<file path="src/rtl/mix_columns_engine_if.sv">
// Handshake bundle for mix_columns_engine: block-in channel, result-out channel and busy status.
// The engine connects through the slave modport; the upstream/downstream side uses master.
interface mix_columns_engine_if;
    logic         in_valid;
    logic         in_ready;
    logic [127:0] state_in;
    logic         inverse;
    logic         out_valid;
    logic         out_ready;
    logic [127:0] state_out;
    logic         busy;

    modport master (
        output in_valid, state_in, inverse, out_ready,
        input  in_ready, out_valid, state_out, busy
    );

    modport slave (
        input  in_valid, state_in, inverse, out_ready,
        output in_ready, out_valid, state_out, busy
    );
endinterface

</file>
<file path="src/rtl/mix_columns_engine.sv">
// AES MixColumns / InvMixColumns engine, transforming COLS_PER_CYCLE columns per clock.
// Column c of the state is bytes 4c..4c+3, with byte 0 in bits [127:120].
module mix_columns_engine #(
    parameter int unsigned COLS_PER_CYCLE = 1,
    parameter int unsigned OUT_REG        = 1
) (
    input logic                 clk,
    input logic                 rst_n,
    mix_columns_engine_if.slave bus
);
    if (!(COLS_PER_CYCLE == 1 || COLS_PER_CYCLE == 2 || COLS_PER_CYCLE == 4)) begin : gBadCols
        $error("mix_columns_engine: COLS_PER_CYCLE must be 1, 2 or 4");
    end
    if (OUT_REG != 1) begin : gBadOutReg
        $error("mix_columns_engine: only OUT_REG = 1 is supported");
    end

    localparam int unsigned NumGroups = (COLS_PER_CYCLE == 0) ? 1 : 4 / COLS_PER_CYCLE;
    localparam logic [1:0]  LastGrp   = 2'(NumGroups - 1);

    typedef enum logic [1:0] {StIdle, StBusy, StDone} state_e;

    state_e           state;
    logic [1:0]       grpCnt;
    logic [3:0][31:0] srcReg;   // srcReg[3] is column 0
    logic [3:0][31:0] resReg;
    logic [3:0][31:0] resNext;
    logic             modeReg;
    logic [127:0]     outReg;
    logic             outValid;
    logic             busyReg;
    logic             inReady;

    function automatic logic [7:0] xtime(input logic [7:0] b);
        return {b[6:0], 1'b0} ^ (b[7] ? 8'h1b : 8'h00);
    endfunction

    function automatic logic [31:0] mixCol(input logic [31:0] col, input logic inv);
        logic [7:0]  a  [4];
        logic [7:0]  x2 [4];
        logic [7:0]  x4 [4];
        logic [7:0]  x8 [4];
        logic [7:0]  y;
        logic [31:0] res;
        for (int r = 0; r < 4; r++) begin
            a[r]  = col[31-8*r -: 8];
            x2[r] = xtime(a[r]);
            x4[r] = xtime(x2[r]);
            x8[r] = xtime(x4[r]);
        end
        res = '0;
        for (int r = 0; r < 4; r++) begin
            if (inv) begin
                // 0E, 0B, 0D, 09 multiples from the doubling chain
                y = (x8[r] ^ x4[r] ^ x2[r])
                  ^ (x8[(r+1)%4] ^ x2[(r+1)%4] ^ a[(r+1)%4])
                  ^ (x8[(r+2)%4] ^ x4[(r+2)%4] ^ a[(r+2)%4])
                  ^ (x8[(r+3)%4] ^ a[(r+3)%4]);
            end else begin
                y = x2[r] ^ x2[(r+1)%4] ^ a[(r+1)%4] ^ a[(r+2)%4] ^ a[(r+3)%4];
            end
            res[31-8*r -: 8] = y;
        end
        return res;
    endfunction

    // Only the current group's columns are recomputed; the rest of the result holds.
    always_comb begin
        resNext = resReg;
        for (int unsigned k = 0; k < COLS_PER_CYCLE; k++) begin
            logic [1:0] colIdx;
            colIdx = 2'(32'(grpCnt) * COLS_PER_CYCLE + k);
            resNext[~colIdx] = mixCol(srcReg[~colIdx], modeReg);
        end
    end

    assign inReady = rst_n & ((state == StIdle) | ((state == StDone) & bus.out_ready));

    always_ff @(posedge clk or negedge rst_n) begin
        if (!rst_n) begin
            state    <= StIdle;
            grpCnt   <= '0;
            srcReg   <= '0;
            modeReg  <= 1'b0;
            resReg   <= '0;
            outReg   <= '0;
            outValid <= 1'b0;
            busyReg  <= 1'b0;
        end else begin
            unique case (state)
                StIdle: begin
                    if (bus.in_valid) begin
                        srcReg  <= bus.state_in;
                        modeReg <= bus.inverse;
                        grpCnt  <= '0;
                        busyReg <= 1'b1;
                        state   <= StBusy;
                    end
                end
                StBusy: begin
                    resReg <= resNext;
                    grpCnt <= grpCnt + 2'd1;
                    if (grpCnt == LastGrp) begin
                        outReg   <= resNext;
                        outValid <= 1'b1;
                        state    <= StDone;
                    end
                end
                StDone: begin
                    if (bus.out_ready) begin
                        outValid <= 1'b0;
                        if (bus.in_valid) begin
                            srcReg  <= bus.state_in;
                            modeReg <= bus.inverse;
                            grpCnt  <= '0;
                            state   <= StBusy;
                        end else begin
                            busyReg <= 1'b0;
                            state   <= StIdle;
                        end
                    end
                end
                default: state <= StIdle;
            endcase
        end
    end

    assign bus.in_ready  = inReady;
    assign bus.out_valid = outValid;
    assign bus.state_out = outReg;
    assign bus.busy      = busyReg;
endmodule

</file>
<file path="src/flat_wrapper.sv">
// flat-port wrapper written by rule: the top's interface ports become plain ports
module mix_columns_engine_flat 
#(
    parameter int unsigned COLS_PER_CYCLE = 1,
    parameter int unsigned OUT_REG        = 1
)
  (clk, rst_n, bus_in_valid, bus_state_in, bus_inverse, bus_out_ready, bus_in_ready, bus_out_valid, bus_state_out, bus_busy);
  mix_columns_engine_if bus_i ();
  input logic clk;
  input logic rst_n;
  input wire logic [$bits(bus_i.in_valid)-1:0] bus_in_valid;
  input wire logic [$bits(bus_i.state_in)-1:0] bus_state_in;
  input wire logic [$bits(bus_i.inverse)-1:0] bus_inverse;
  input wire logic [$bits(bus_i.out_ready)-1:0] bus_out_ready;
  output wire logic [$bits(bus_i.in_ready)-1:0] bus_in_ready;
  output wire logic [$bits(bus_i.out_valid)-1:0] bus_out_valid;
  output wire logic [$bits(bus_i.state_out)-1:0] bus_state_out;
  output wire logic [$bits(bus_i.busy)-1:0] bus_busy;
  assign bus_i.in_valid = bus_in_valid;
  assign bus_i.state_in = bus_state_in;
  assign bus_i.inverse = bus_inverse;
  assign bus_i.out_ready = bus_out_ready;
  assign bus_in_ready = bus_i.in_ready;
  assign bus_out_valid = bus_i.out_valid;
  assign bus_state_out = bus_i.state_out;
  assign bus_busy = bus_i.busy;
  mix_columns_engine #(.COLS_PER_CYCLE(COLS_PER_CYCLE), .OUT_REG(OUT_REG)) u_core (.clk(clk), .rst_n(rst_n), .bus(bus_i));
endmodule
</file>
<file path="config.mk">
export PLATFORM = sky130hd
export DESIGN_NAME = mix_columns_engine_flat
export DESIGN_NICKNAME = d
export VERILOG_FILES = /design/src/rtl/mix_columns_engine_if.sv /design/src/rtl/mix_columns_engine.sv /design/src/flat_wrapper.sv
export SDC_FILE = /design/constraint.sdc
export NUM_CORES = 1
export LEC_CHECK = 0
export ABC_CLOCK_PERIOD_IN_PS = 3890
export CAP_MARGIN = 20
export CORE_MARGIN = 1.5
export CORE_UTILIZATION = 40
export CTS_CLUSTER_DIAMETER = 150
export CTS_CLUSTER_SIZE = 12
export DETAILED_ROUTE_END_ITERATION = 6
export HOLD_SLACK_MARGIN = 0.1
export PLACE_DENSITY = 0.73
export SLEW_MARGIN = 20
export SYNTH_ARGS = -nofsm -noshare
export SYNTH_HDL_FRONTEND = slang
export SYNTH_SLANG_ARGS = --single-unit
export TNS_END_PERCENT = 1
</file>
<file path="constraint.sdc">
create_clock -name clk -period 3.89 [get_ports clk]
set_input_delay 0.5835 -clock clk [delete_from_list [all_inputs] [get_ports clk]]
set_output_delay 0.5835 -clock clk [all_outputs]
set_load 0.05 [all_outputs]
</file>
==> metrics.txt, run 1 <==
Synth Instances 1451; layout cells sized above 1 0.175; Area contributors post-synth dfrtp_1, mux2_2, xnor2_1; # rows 76; Die Y 212 um; Layout Skew 0.0136 ns; Syn Area/Cell 12.1 um2; Core Box Area 43200 um2; DIE AREA 45200 um2; WP data required 4.33 ns; Unique masters post-synth 52; CTS tree built; Final Setup Violations 0; RSZ-0062 raised after global routing yes; Synth Warn # 0; EDFF count, synth 0; critical path type reg2reg; Max Slew Vio Count 0; highest metal used met5; Clock H-tree levels 2; largest net degree at the start of global routing 180; Synth area leader dfrtp_1; DRT antenna net count 0; nets@finish 1840; Layout area overhead 24.0%; maxcap violations 0; number of CTS-inserted buffers 35; Hold Crit Class in2async; vias in the first global route 12200; asr flop ratio synth 1.00; CP Max Fanout 7; metal1 wirelength 20700 um; routability congestion estimate 0.855; Final min period 3.70 ns; first-pass detailed-route iteration total 6; Synth Flop Type dfrtp_1; Die Wd 212 um; status complete, no violations; endpoints failing hold 0; cell area after synthesis 17600 um2; post-synth top area share 0.512; drt first-iter violations 1012; Longest Clk Path Bufs 3; DRC errors left 0; post-synthesis register bit count 359; Reg clk slew, reported paths 0.07 ns; DP HPWL 34000 um; Slew headroom 0.394; met3 wire len 3520 um; Clock Tree Root clkbuf_16; CP endpoint kind register; # IOs 264; worst skew pair latency 0.55 ns; Clock Sink Count 359; WL final 47800 um; grt total ovfl 0; Worst setup SP type register; WP data arrival 4.14 ns; fin crit share 0.951; vias post-DR 12000; vias per inst 5.22; worst-margin pin slew 0.903 ns; WL met2 22300 um; DR WL/cell 20.9 um; Initial Utilization 0.407; first-pass GRT wire length 73600 um; sequential area share after synthesis 0.512; initial antenna violation count 2; FMAX 0.270 GHz; total track usage 0.216; Post-Syn Nets 1588; final core occ 0.504; PortBufs 263; setup TNS 0 ns
==> Yosys cell counts (30+ instances only) <==
library cell  instances
xor2_1               31
a21oi_1              74
xnor2_1             110
dfrtp_1             359
nor3b_1              30
o21ai_0             150
mux2_2              131
nand2_1             134
a211oi_1             30
a21o_1               59
clkbuf_1             65
nor2_1               77
==> placed cells by master (no fill, tap or decap), drive strengths merged, types with 3 or more instances in the layout <==
cell type and n:
a211oi 30, a21oi 77, nor3b 30, nand2 135, a311oi 3, dfrtp 359, a31oi 3, or3 3
xnor3 18, and2 12, a21o 59, o21ai 165, xor2 34, mux2i 10, mux4 32, clkdlybuf4s50 262
clkbuf 37, xnor2 127, ha 4, o21a 10, mux2 131, xor3 12, buf 59, nor2 77
inv 8
==> path summary, 6_finish.rpt <==
kind,startpoint,to,slack (ns),depth (start not counted)
max,u_core.grpCnt[0],u_core.bus.state_out[109],0.19,8
min,rst_n,u_core.resReg[91],0.44,2
max reg2reg,u_core.grpCnt[0],u_core.bus.state_out[109],0.19,8
min reg2reg,u_core.bus.state_out[88],u_core.bus.state_out[88],0.47,1
max in group asynchronous,rst_n,u_core.bus.state_out[38],1.67,4
min in group clk,u_core.bus.state_out[88],u_core.bus.state_out[88],0.47,1
==> kinds of logic (layout without fill, tap and decap cells) <==
family,Yosys count,in the layout,synth area share
flip-flops,359,359,0.512
AO/OA/AOI/OAI,350,350,0.116
AND/OR/NAND/NOR,261,261,0.0649
XOR/XNOR,191,191,0.131
multiplexers,173,173,0.134
buffers and inverters,113,367,0.0396
adder cells (fa/ha/maj),4,4,0.00285
other,0,1,0
==> flip-flops by register name (all words and copies together), names as in the netlist <==
register / cells
u_core.srcReg: 128
u_core.grpCnt: 2
u_core.bus.out_valid: 1
u_core.resReg: 96
u_core.state: 2
u_core.bus.busy: 1
u_core.modeReg: 1
u_core.bus.state_out: 128
==> worst max-delay path, cell delays in order, from the launching register on <==
cell	delay [ns]
dfrtp_2	0.49
mux4_1	0.83
xnor3_4	0.59
xnor2_2	0.22
xnor3_1	0.40
xnor2_1	0.17
a21oi_2	0.52
a21oi_1	0.17
a21o_1	0.18
==> stage by stage <==
stage,hold WS [ns],std cells,instance area [um2],worst slack [ns]
2_1_floorplan,0.288,1451,17600,0.668
3_3_place_gp,0.406,2245,20800,0.147
3_5_place_dp,0.403,2245,20800,0.103
4_1_cts,0.426,2285,21700,0.0746
5_1_grt,0.441,2290,21800,-0.00456
6_report,0.436,2291,21800,0.190
==> final cells by class <==
cell class                      count  area [um2]
Antenna cell                        1        2.50
Inverter                            6        22.5
Sequential cell                   359        8980
Fill cell                        3874       21400
Multi-Input combinational cell    979        7920
Timing Repair Buffer              322        3200
Clock buffer                       37         883
Tap cell                          585         732
Clock inverter                      2        28.8
==> per-layer routing <==
metal  GRT usage  vias to the layer above
met5           0                        -
met4      0.0719                        2
met3      0.0504                       66
met2       0.344                      424
met1       0.292                     5966
li1            -                     5508
==> repair_timing <==
item / CTS / global route
endpoints found under the hold margin: 5 / 0
endpoints found under the setup margin: 0 / 15
gates resized for setup: 0 / 1
hold buffers: 1 / 0
buffers inserted: 0 / 4
Power of run 1 is not shown: default switching activity piles up to over one toggle a cycle in this logic, so the estimate is an artifact.
==> inputs of run 2 (changes only) <==
--- a/config.mk
+++ b/config.mk
@@ -14,6 +14,7 @@
 export DETAILED_ROUTE_END_ITERATION = 6
 export HOLD_SLACK_MARGIN = 0.1
 export PLACE_DENSITY = 0.73
+export SKIP_LAST_GASP = 1
 export SLEW_MARGIN = 20
 export SYNTH_ARGS = -nofsm -noshare
 export SYNTH_HDL_FRONTEND = slang
==> metrics.txt, run 2 (synthesis gave the netlist of run 1 again) <==
status complete, no violations (unchanged); Reg clk slew, reported paths 0.07 ns (about the same); filler instances 3876 (was 3874); routability congestion estimate 0.855 (unchanged); Die Wd 212 um (unchanged); nets@finish 1840 (unchanged); Max Slew Vio Count 0 (unchanged); DRC errors left 0 (unchanged); final core occ 0.504 (about the same); Longest Clk Path Bufs 3 (unchanged); Core Box Area 43200 um2 (unchanged); Clock Tree Root clkbuf_16 (unchanged); critical path type reg2reg (unchanged); initial antenna violation count 2 (unchanged); maxcap violations 0 (unchanged); DR WL/cell 20.9 um (about the same); Worst setup SP type register (unchanged); worst-margin pin slew 0.954 ns (was 0.903 ns); # rows 76 (unchanged); Final Setup Violations 0 (unchanged); pre-CTS setup slack 0.103 ns (unchanged); final worst-path setup slack 0.181 ns (was 0.190 ns); Initial Utilization 0.407 (unchanged); DRT antenna net count 0 (unchanged); CP Max Fanout 18 (was 7); WP data arrival 4.15 ns (was 4.14 ns); # IOs 264 (unchanged); vias per inst 5.21 (was 5.22); commonest non-fill, non-tap cell in the layout dfrtp_1 (unchanged); Layout area overhead 24.0% (about the same); endpoints failing hold 0 (unchanged); first-pass detailed-route iteration total 5 (was 6); Clock H-tree levels 2 (unchanged); RSZ-0062 raised after global routing yes (unchanged); DIE AREA 45200 um2 (unchanged); total track usage 0.216 (unchanged); Slew headroom 0.360 (was 0.394); layout cells sized above 1 0.175 (about the same); CP endpoint kind register (unchanged); first-pass GRT wire length 73600 um (unchanged); vias post-DR 11900 (was 12000); PortBufs 263 (unchanged); Layout Skew 0.0133 ns (was 0.0136 ns); DP HPWL 34000 um (unchanged); CTS tree built (unchanged); Final min period 3.71 ns (was 3.70 ns); WL final 47800 um (about the same); commonest non-fill, non-tap cells in the layout dfrtp_1, clkdlybuf4s50_1, o21ai_0, nand2_1, mux2_2 (unchanged); FMAX 0.270 GHz (about the same); number of CTS-inserted buffers 35 (unchanged); WP data required 4.33 ns (about the same); grt total ovfl 0 (unchanged); fin crit share 0.953 (was 0.951); Die Y 212 um (unchanged); worst skew pair latency 0.55 ns (about the same); largest net degree at the start of global routing 180 (unchanged); Clock Sink Count 359 (unchanged); vias in the first global route 12200 (unchanged); Hold Crit Class in2async (unchanged); drt first-iter violations 932 (was 1012)
[run 2: final timing paths]
check	from	to	slack, ns	depth (start not counted)
worst max-delay path	u_core.grpCnt[0]	u_core.bus.state_out[44]	0.18	10
worst min-delay path	rst_n	u_core.resReg[91]	0.44	2
worst max register to register	u_core.grpCnt[0]	u_core.bus.state_out[44]	0.18	10
worst min register to register	u_core.bus.state_out[88]	u_core.bus.state_out[88]	0.47	1
max in group asynchronous	rst_n	u_core.bus.state_out[50]	1.67	4
min in group clk	u_core.bus.state_out[88]	u_core.bus.state_out[88]	0.47	1
[run 2: repair_timing]
action | 4_1_cts | 5_1_grt
setup endpoints to repair | 0 | 15
resized for setup | 0 | 0
setup buffers | 0 | 4
hold buffers | 1 | 0
endpoints found under the hold margin | 5 | 0
[run 2: metrics by stage]
step	instances	TNS (ns)	hold slack, ns	cell area [um2]
CTS	2285	0	0.426	21700
floorplan	1451	0	0.288	17600
detailed placement	2245	0	0.403	20800
global placement	2245	0	0.406	20800
finish	2291	0	0.437	21800
global route	2290	-0.00595	0.441	21800
[run 2: area by class of cell]
type | count | area, um2 | area share
antenna | 1 | 2.50 | 0.000115
clock buffer | 37 | 883 | 0.0406
clock inverter | 2 | 28.8 | 0.00132
inverter | 6 | 22.5 | 0.00103
multi-input combinational | 979 | 7910 | 0.363
sequential | 359 | 8980 | 0.413
tap | 585 | 732 | 0.0336
timing repair buffer | 322 | 3200 | 0.147
[run 2: worst max-delay path: stages (launching register included)]
cell and delay, ns:
dfrtp_2 0.48, buf_12 0.22, buf_4 0.19, mux4_2 0.60, xnor2_1 0.47, xnor2_1 0.27, xnor3_1 0.48, mux2i_2 0.24
xnor2_2 0.27, a211oi_1 0.16, a21o_1 0.19
[run 2: layer usage]
metal  up-vias  wire length, um  global-route usage
li1       5516                -                   -
met3        66             3470              0.0504
met2       392            22200               0.344
met5         -               13                   0
met4         2             1330              0.0719
met1      5966            20800               0.292
Power of run 2 is left out for the same reason.
==> inputs of run 3 (changes only) <==
--- a/config.mk
+++ b/config.mk
@@ -5,7 +5,8 @@
 export SDC_FILE = /design/constraint.sdc
 export NUM_CORES = 1
 export LEC_CHECK = 0
-export ABC_CLOCK_PERIOD_IN_PS = 3890
+export ABC_AREA = 1
+export ABC_CLOCK_PERIOD_IN_PS = 4300
 export CAP_MARGIN = 20
 export CORE_MARGIN = 1.5
 export CORE_UTILIZATION = 40
@@ -13,7 +14,7 @@
 export CTS_CLUSTER_SIZE = 12
 export DETAILED_ROUTE_END_ITERATION = 6
 export HOLD_SLACK_MARGIN = 0.1
-export PLACE_DENSITY = 0.73
+export PLACE_DENSITY = 0.72
 export SKIP_LAST_GASP = 1
 export SLEW_MARGIN = 20
 export SYNTH_ARGS = -nofsm -noshare
==> constraint.sdc (replaced) <==
create_clock -name clk -period 4.3 [get_ports clk]
set_input_delay 0.645 -clock clk [delete_from_list [all_inputs] [get_ports clk]]
set_output_delay 0.645 -clock clk [all_outputs]
set_load 0.05 [all_outputs]
==> metrics.txt, run 3 <==
Synth area leader dfrtp_1 (unchanged); commonest non-fill, non-tap cells in the layout nand2_1, nand3_1, dfrtp_1, clkdlybuf4s50_1, mux2_2 (was dfrtp_1, clkdlybuf4s50_1, o21ai_0, nand2_1, mux2_2); Worst setup SP type register (unchanged); Clock Tree Root clkbuf_16 (unchanged); RSZ-0062 raised after global routing no (was yes); status finished, violations left (was complete, no violations); WL final 67500 um (was 47800 um); Die Y 234 um (was 212 um); CP Max Fanout 73 (was 18); Layout Skew 0.0226 ns (was 0.0133 ns); setup TNS 0 ns (unchanged); largest net degree at the start of global routing 162 (was 180); Slew headroom 0.271 (was 0.360); first-pass detailed-route iteration total 7 (was 5); Synth Area in Compound Gates 0.0186 (was 0.116); worst-margin pin slew 1.09 ns (was 0.954 ns); CTS tree built (unchanged); Final min period 3.65 ns (was 3.71 ns); WP data required 4.73 ns (was 4.33 ns); top-count cell post-synth nand2_1 (was dfrtp_1); Simple-Gate Fraction of Synth Area 0.364 (was 0.0649); filler instances 5104 (was 3876); FMAX 0.274 GHz (was 0.270 GHz); Post-Syn Nets 2860 (was 1588); final worst-path setup slack 0.652 ns (was 0.181 ns); Cell Count, Final, Fillers Out 3627 (was 2291); Final Setup Violations 0 (unchanged); endpoints failing hold 0 (unchanged); drt first-iter violations 1710 (was 932); Clock Sink Count 359 (unchanged); Synth Area in Adders 0.00234 (was 0.00285); DRT antenna net count 0 (unchanged); Syn Area/Cell 7.86 um2 (was 12.1 um2); Synth Instances 2723 (was 1451); slowest CP cell buf_4 (was mux4_2); vias post-DR 18900 (was 11900); Area contributors post-synth dfrtp_1, nand2_1, nand3_1 (was dfrtp_1, mux2_2, xnor2_1); DRC errors left 20 (was 0); total track usage 0.249 (was 0.216); Clock H-tree levels 2 (unchanged); post-synthesis register bit count 359 (unchanged); Unique masters post-synth 39 (was 52); critical path, cell by cell buf_4 > nand2_1 > nand3_1 > nand2_1 > nand2_2 > nand3_1 > nand2_1 > nand2_1 > nand2_1 > nand3_1 > nand2_1 > nand2_1 > nand3_1 > nand3_1 > nand3_1 > nand2_1 (was buf_12 > buf_4 > mux4_2 > xnor2_1 > xnor2_1 > xnor3_1 > mux2i_2 > xnor2_2 > a211oi_1 > a21o_1); commonest non-fill, non-tap cell in the layout nand2_1 (was dfrtp_1); crit-path max cell delay 0.61 ns (was 0.60 ns); worst skew pair latency 0.56 ns (was 0.55 ns); DR WL/cell 18.6 um (was 20.9 um); Hold Crit Class reg2reg (was in2async); # rows 84 (was 76); failing checks design-rule violations; PortBufs 263 (unchanged); CP endpoint kind register (unchanged); Max Slew Vio Count 0 (unchanged); n_diodes 0 (was 1); vias in the first global route 18000 (was 12200); Synth Area in XOR/XNOR 0.0829 (was 0.131); number of CTS-inserted buffers 36 (was 35); largest family of logic cells by synthesized area simple AND/OR/NAND/NOR gates (was multiplexers); critical path type reg2reg (unchanged); asr flop ratio synth 1.00 (unchanged); Layout area overhead 19.7% (was 24.0%); Reg clk slew, reported paths 0.06 ns (was 0.07 ns); WP data arrival 4.07 ns (was 4.15 ns); Synth Flop Type dfrtp_1 (unchanged); Synth Warn # 0 (unchanged); DP HPWL 49600 um (was 34000 um); postcts setup bufs 0 (unchanged); DIE AREA 54900 um2 (was 45200 um2); worst hold slack 0.469 ns (was 0.437 ns); Longest Clk Path Bufs 3 (unchanged); cell area after synthesis 21400 um2 (was 17600 um2); initial antenna violation count 1 (was 2); EDFF count, synth 0 (unchanged); fin crit share 0.848 (was 0.953); pre-CTS setup slack 0.714 ns (was 0.103 ns); first-pass GRT wire length 105000 um (was 73600 um); mux cell area share after synthesis 0.0631 (was 0.134); maxcap violations 0 (unchanged); Core Box Area 52800 um2 (was 43200 um2); Die Wd 234 um (was 212 um); sequential area share after synthesis 0.420 (was 0.512); vias per inst 5.22 (was 5.21); Initial Utilization 0.406 (was 0.407); placed insts 3583 (was 2245); # IOs 264 (unchanged); Post-synth top cells nand2_1, nand3_1, dfrtp_1, mux2_2, inv_1 (was dfrtp_1, o21ai_0, nand2_1, mux2_2, xnor2_1); post-synth top area share 0.420 (was 0.512); grt total ovfl 0 (unchanged); layout cells sized above 1 0.145 (was 0.175); routability congestion estimate 0.999 (was 0.855); cell repeated most along the worst path nand2_1 (was xnor2_1); nets@finish 3071 (was 1840)
-- run 3: cell types whose count changed after synthesis, moves of 30 or more --
cell      before   now
nand3_1        1   433
a211oi_1      30     0
nand2_2        1    54
nor3b_1       30     0
a21oi_1       74    18
nand2_1      134  1085
a21o_1        59     4
xnor2_1      110    51
xor2_1        31   100
nor2_1        77    25
inv_1          6   111
o21ai_0      150    24
or2_2          0    98
-- run 3: repair_timing --
| action | 4_1_cts | 5_1_grt |
|---|---|---|
| gates resized for setup | 0 | 0 |
| endpoints found under the hold margin | 66 | 0 |
| hold buffers | 1 | 0 |
-- run 3: final cells by class --
type	instances	area, um2	share of cell area
clock buffers	40	958	0.0374
clock inverters	3	33.8	0.00132
inverters	122	462	0.0180
multi-input cells	2121	11400	0.444
flip-flops and latches	359	8990	0.351
well taps	688	861	0.0336
repair buffers	294	2930	0.114
-- run 3: worst paths after layout --
| path | cells past startpoint | slack [ns] | start | endpoint |
|---|---|---|---|---|
| max in group asynchronous | 3 | 2.32 | rst_n | u_core.resReg[78] |
| min reg2reg | 2 | 0.47 | u_core.resReg[37] | u_core.resReg[37] |
| max reg2reg | 16 | 0.65 | u_core.grpCnt[0] | u_core.resReg[49] |
| max | 16 | 0.65 | u_core.grpCnt[0] | u_core.resReg[49] |
| min in group asynchronous | 2 | 0.67 | rst_n | u_core.bus.state_out[118] |
| min | 2 | 0.47 | u_core.resReg[37] | u_core.resReg[37] |
-- run 3: per-stage QoR --
stage	instance area (um2)	utilization
6_report	25600	0.486
3_5_place_dp	24600	0.467
2_1_floorplan	21400	-
4_1_cts	25600	0.486
5_1_grt	25600	0.486
3_3_place_gp	24600	0.467
-- run 3: logic make-up (layout without fill, tap and decap cells) --
group	count (synthesis)	after routing
compound gates	75	75
fa+ha+maj	4	4
simple gates	1748	1748
xor+xnor	174	174
flops	359	359
buf+inv	243	459
mux	120	120
-- run 3: routing by layer --
layer	global-route usage	vias up	wire [um]
li1	-	9110	-
met1	0.339	8960	29300
met2	0.392	725	30300
met3	0.0502	123	5330
met4	0.0930	2	2540
met5	0	-	11
-- run 3: worst max-delay path, delay by kind of cell, from the launching register on --
family / cells / cell delay, ns
buffers and inverters: 1 / 0.61
flip-flops: 1 / 0.38
AND/OR/NAND/NOR: 15 / 2.50
Power of run 3 is left out for the same reason.
==> RTL change 1: new RTL, settings of run 2 <==
Encoding of `state_e`: now one-hot (3 bits for 3 states).
--- a/src/rtl/mix_columns_engine.sv
+++ b/src/rtl/mix_columns_engine.sv
@@ -18,7 +18,7 @@
     localparam int unsigned NumGroups = (COLS_PER_CYCLE == 0) ? 1 : 4 / COLS_PER_CYCLE;
     localparam logic [1:0]  LastGrp   = 2'(NumGroups - 1);
 
-    typedef enum logic [1:0] {StIdle, StBusy, StDone} state_e;
+    typedef enum logic [2:0] {StIdle = 3'b001, StBusy = 3'b010, StDone = 3'b100} state_e;
 
     state_e           state;
     logic [1:0]       grpCnt;
Check against the original RTL: no difference found for any inputs over 4 cycles, from zero or initial values and one cycle with rst_n low; so few cycles prove little.
==> RTL change 1 against run 2 <==
- area after synthesis up 4.3%
- first-iteration DRC count grew 20%
- worst hold slack better by 35 ps
- critical path depth decreased by 1
- setup slack got worse by 25 ps
- count of clock-buffer cells in the layout rose by 5
- clock skew up 1.5 ps
- die area is 4.2% higher
- final area increased by 4.3%
- routed wire length up 3.7%
- sequential cell count rose by 1
- critical path type unchanged
Power is not shown: default switching activity piles up to over one toggle a cycle in this logic, so the estimate is an artifact.
==> RTL change 1: results (changes against run 2) <==
[finish]
n_antenna_cell = 0  ; -1
n_fill_cell = 4064  ; +4.9%
drive_gt1_share_pct = 17.3  ; -0.21 points
finalNetCount = 1942  ; +5.5%

[placed_design]
dpl.hpwl_um = 36300  ; +6.7%
port_buffers = 263  ; unchanged
gp_congestion = 0.939  ; +9.8%
pre_cts_ws_ps = 114  ; +11.4 ps

[global_routing]
antenna_found_initial = 1  ; -1
grt_start_max_net_pins = 156  ; -13%
grt_use_total_pct = 21.4  ; -0.27 points
grt_pass1_wl_um = 77100  ; +4.7%
grt_pass1_vias = 12926  ; +6.1%

[critical_path]
regToRegStartpoint = u_core.grpCnt[0]
reg2regPathDepth = 9  ; -1
worst_ep_arrival_time_ps = 4220  ; +70 ps
cp_max_fo = 20  ; +2
r2r_slack_ps = 160  ; -20 ps
critical_path.endpoint = u_core.bus.state_out[69]
crit_type = flip-flop to flip-flop

[hold_path]
hold_end = u_core.bus.state_out[80]
hold_depth = 1
hp-class = flip-flop to flip-flop

[detailed_routing]
vias = 12741  ; +6.7%
wirelength_um = 49600  ; +3.7%
drc = 0  ; unchanged
drt_iter0_drc = 1119  ; +20%

[synth]
yosys.area_share.adder_pct = 0.273  ; -0.012 points
synthTopCellsByCount = dfrtp_1, nor2_1, a21oi_1, xnor2_1, mux2_2
synthMuxAreaShare_pct = 12.7  ; -0.70 points
synth_xor_area_share_pct = 16.2  ; +3.1 points
ys_seq_area_share_pct = 49.2  ; -2.0 points
synthesis.nets = 1704  ; +7.3%
synthTopCellsByArea = dfrtp_1, mux2_2, xnor2_1
synthDistinctLibCells = 47  ; -9.6%
synth-compound-area-share_pct = 11.6  ; +0.043 points

[status]
outcome = finished, final reports clean

[cts]
post-cts-setup-buffers = 0  ; unchanged
holdBufCountCts = 1  ; unchanged
cts.path.max_buffers = 3  ; unchanged

[sta]
report.final.slew_viol_count = 0  ; unchanged
hold_ws_ps = 472  ; +35.3 ps
worstMarginPinSlew_ps = 888  ; -65.3 ps
finalCriticalPeriod_ps = 3730  ; +24.7 ps
clock_skew_ps = 14.8  ; +1.52 ps

RTL change 1: cell types whose count changed in the layout (fill, tap and decap cells not counted), moves of 7 or more:
cell / run 2 / this run
o21ai_0: 150 / 50
xor2_1: 31 / 47
xnor3_1: 14 / 23
nand2_1: 131 / 60
nor3b_1: 30 / 1
a21o_1: 59 / 51
and3_1: 1 / 24
mux4_1: 7 / 0
xnor2_1: 110 / 144
a21oi_1: 74 / 152
o31ai_1: 0 / 22
mux4_2: 23 / 32
nor2_1: 77 / 181
RTL change 1: metrics by stage:
| stage | instances | instance area, um^2 |
|---|---|---|
| 3_3_place_gp | 2365 | 21700 |
| 4_1_cts | 2412 | 22700 |
| 5_1_grt | 2413 | 22700 |
| 2_1_floorplan | 1567 | 18300 |
| 3_5_place_dp | 2366 | 21700 |
| 6_report | 2413 | 22700 |
RTL change 1: worst max-delay path, cell delays in order, from the launching register on:
cell and delay [ps]:
dfrtp_2 410, buf_12 210, mux4_2 680, xor2_2 260, xnor2_1 640, xnor3_1 540, xnor2_1 130, mux2_2 380
a211oi_1 290, a21o_1 110
RTL change 1: layer usage:
layer / track usage [%] / vias up / part of all wire [%]
li1: - / 5849 / -
met1: 29.2 / 6420 / 44
met2: 34.3 / 414 / 47
met3: 4.81 / 58 / 7.0
met4: 5.74 / 0 / 2.4
met5: 0 / - / 0
RTL change 1: cell type report:
type | count | area [um^2] | area share, %
Sequential cell | 360 | 9010 | 39.7
Multi-Input combinational cell | 1077 | 8740 | 38.5
Timing Repair Buffer | 323 | 3240 | 14.3
Clock buffer | 42 | 902 | 3.97
Tap cell | 600 | 751 | 3.31
Inverter | 8 | 30.0 | 0.132
Clock inverter | 3 | 26.3 | 0.116
==> RTL change 2: new RTL, settings of run 2 <==
Without the edit above. Reset style: synchronous (`rst_n`), changed in one clocked block.
--- a/src/rtl/mix_columns_engine.sv
+++ b/src/rtl/mix_columns_engine.sv
@@ -76,7 +76,7 @@
 
     assign inReady = rst_n & ((state == StIdle) | ((state == StDone) & bus.out_ready));
 
-    always_ff @(posedge clk or negedge rst_n) begin
+    always_ff @(posedge clk) begin
         if (!rst_n) begin
             state    <= StIdle;
             grpCnt   <= '0;
Behaviour: differs if rst_n is asserted again (counterexample within 4 cycles, from zero or initial values and one cycle with rst_n low); with rst_n held inactive, the same outputs for 4 cycles.
==> RTL change 2 against run 2 <==
- final area shrank 0.81%
- sequential cell count did not move
- area after synthesis fell by 1.2%
- die area decreased by 1.2%
- routed wire length increased by 10%
- setup slack improved by 4.0 ps
- critical path type unchanged
- highest routed layer is now met4
Power is left out: it rests on default switching activity, and per cell area and clock period it moved more than threefold.
==> RTL change 2: results (changes against run 2) <==
[finish]
n_all_buffers = 334  ; +3.7%
ff_latch_area_mm2 = 0.00719  ; -20%
n_fill_cell = 3954  ; +2.0%
finalNetCount = 2293  ; +25%
clkbuf_count = 36  ; -2.7%
n_antenna_cell = 0  ; -1
multi_input_area_share_pct = 43.8  ; +7.5 points
n_all_inverters = 10  ; +4
utilization_pct = 50.3  ; -0.076 points
buffer_area_share_pct = 15.1  ; +0.39 points
drive_gt1_share_pct = 9.04  ; -8.4 points
clock_area_share_pct = 4.20  ; +0.0053 points
num-multi-input-gates = 1416  ; +45%

[placed_design]
dpl.hpwl_um = 37800  ; +11%
pre_cts_ws_ps = 199  ; +96.6 ps
port_buffers = 263  ; unchanged
placed_cell_area_mm2 = 0.0206  ; -0.66%
gp_congestion = 0.915  ; +7.1%

[synth]
synthesis.nets = 2089  ; +32%
synthMuxAreaShare_pct = 6.26  ; -7.2 points
synthTopCellsByCount = dfxtp_1, nand2_1, nor2_1, a21oi_1, clkbuf_1
yosys.area_share.adder_pct = 0.289  ; +0.0035 points
synth_ff_type = dfxtp_1
synthArstFlopShare_pct = 0  ; -100 points
synth-compound-area-share_pct = 15.9  ; +4.3 points
yosysWarnings = 0  ; unchanged
ys_seq_area_share_pct = 41.4  ; -9.7 points
synth_xor_area_share_pct = 16.3  ; +3.3 points
synthCells = 1952  ; +35%
synthTopCellsByArea = dfxtp_1, nand2_1, a21oi_1

[cts]
cts.path.max_buffers = 3  ; unchanged

[detailed_routing]
wl_met1_um = 23800  ; +14%
dr_wl_met2_um = 23300  ; +5.0%
viasPerCell = 5.28  ; +1.4%
wl_per_cell_um = 19.2  ; -7.9%
top_layer = met4
wirelength_um = 52800  ; +10%
drt_iter0_drc = 1270  ; +36%
met3WireLength_um = 3890  ; +12%

[critical_path]
reg2reg_to = u_core.bus.state_out[90]
worst_ep_arrival_time_ps = 4090  ; -60 ps
reg2regPathDepth = 9  ; -1
cp_max_fo = 8  ; -10
regToRegStartpoint = u_core.grpCnt[1]

[global_routing]
grt_pass1_vias = 13800  ; +13%
grt_start_max_net_pins = 141  ; -22%
grt_use_total_pct = 23.5  ; +1.8 points
grt_pass1_wl_um = 80300  ; +9.0%
antenna_found_initial = 0  ; -2

[hold_path]
hold_depth = 2
worstHoldStart = u_core.bus.state_out[39]
hp-class = flip-flop to flip-flop

[sta]
tns_ps = 0  ; unchanged
clock_skew_ps = 21.5  ; +8.14 ps
hold_ws_ps = 449  ; +12.5 ps

[status]
outcome = finished, final reports clean

RTL change 2: cell types whose count changed after synthesis, moves of 70 or more:
cell      before  now
clkbuf_1      65  135
mux2_2       131    0
a21oi_1       74  219
o21ai_0      150   46
dfrtp_1      359    0
nor2_1        77  238
nand2_1      134  348
dfxtp_1        0  359
RTL change 2: worst max-delay path by stage:
stage	from	end	slack, ps
6_report	u_core.grpCnt[1]	u_core.bus.state_out[90]	190
5_1_grt	u_core.grpCnt[1]	u_core.bus.state_out[74]	80
4_1_cts	u_core.grpCnt[1]	u_core.bus.state_out[90]	170
3_5_place_dp	u_core.grpCnt[1]	u_core.bus.state_out[90]	200
3_3_place_gp	u_core.grpCnt[1]	u_core.bus.state_out[90]	190
2_1_floorplan	u_core.grpCnt[1]	u_core.bus.state_out[124]	660
RTL change 2: metal layers:
layer | vias up | GRT usage, %
met1 | 6884 | 32.2
met5 | - | 0
met4 | 0 | 8.35
met2 | 548 | 36.5
li1 | 6987 | -
met3 | 74 | 4.79
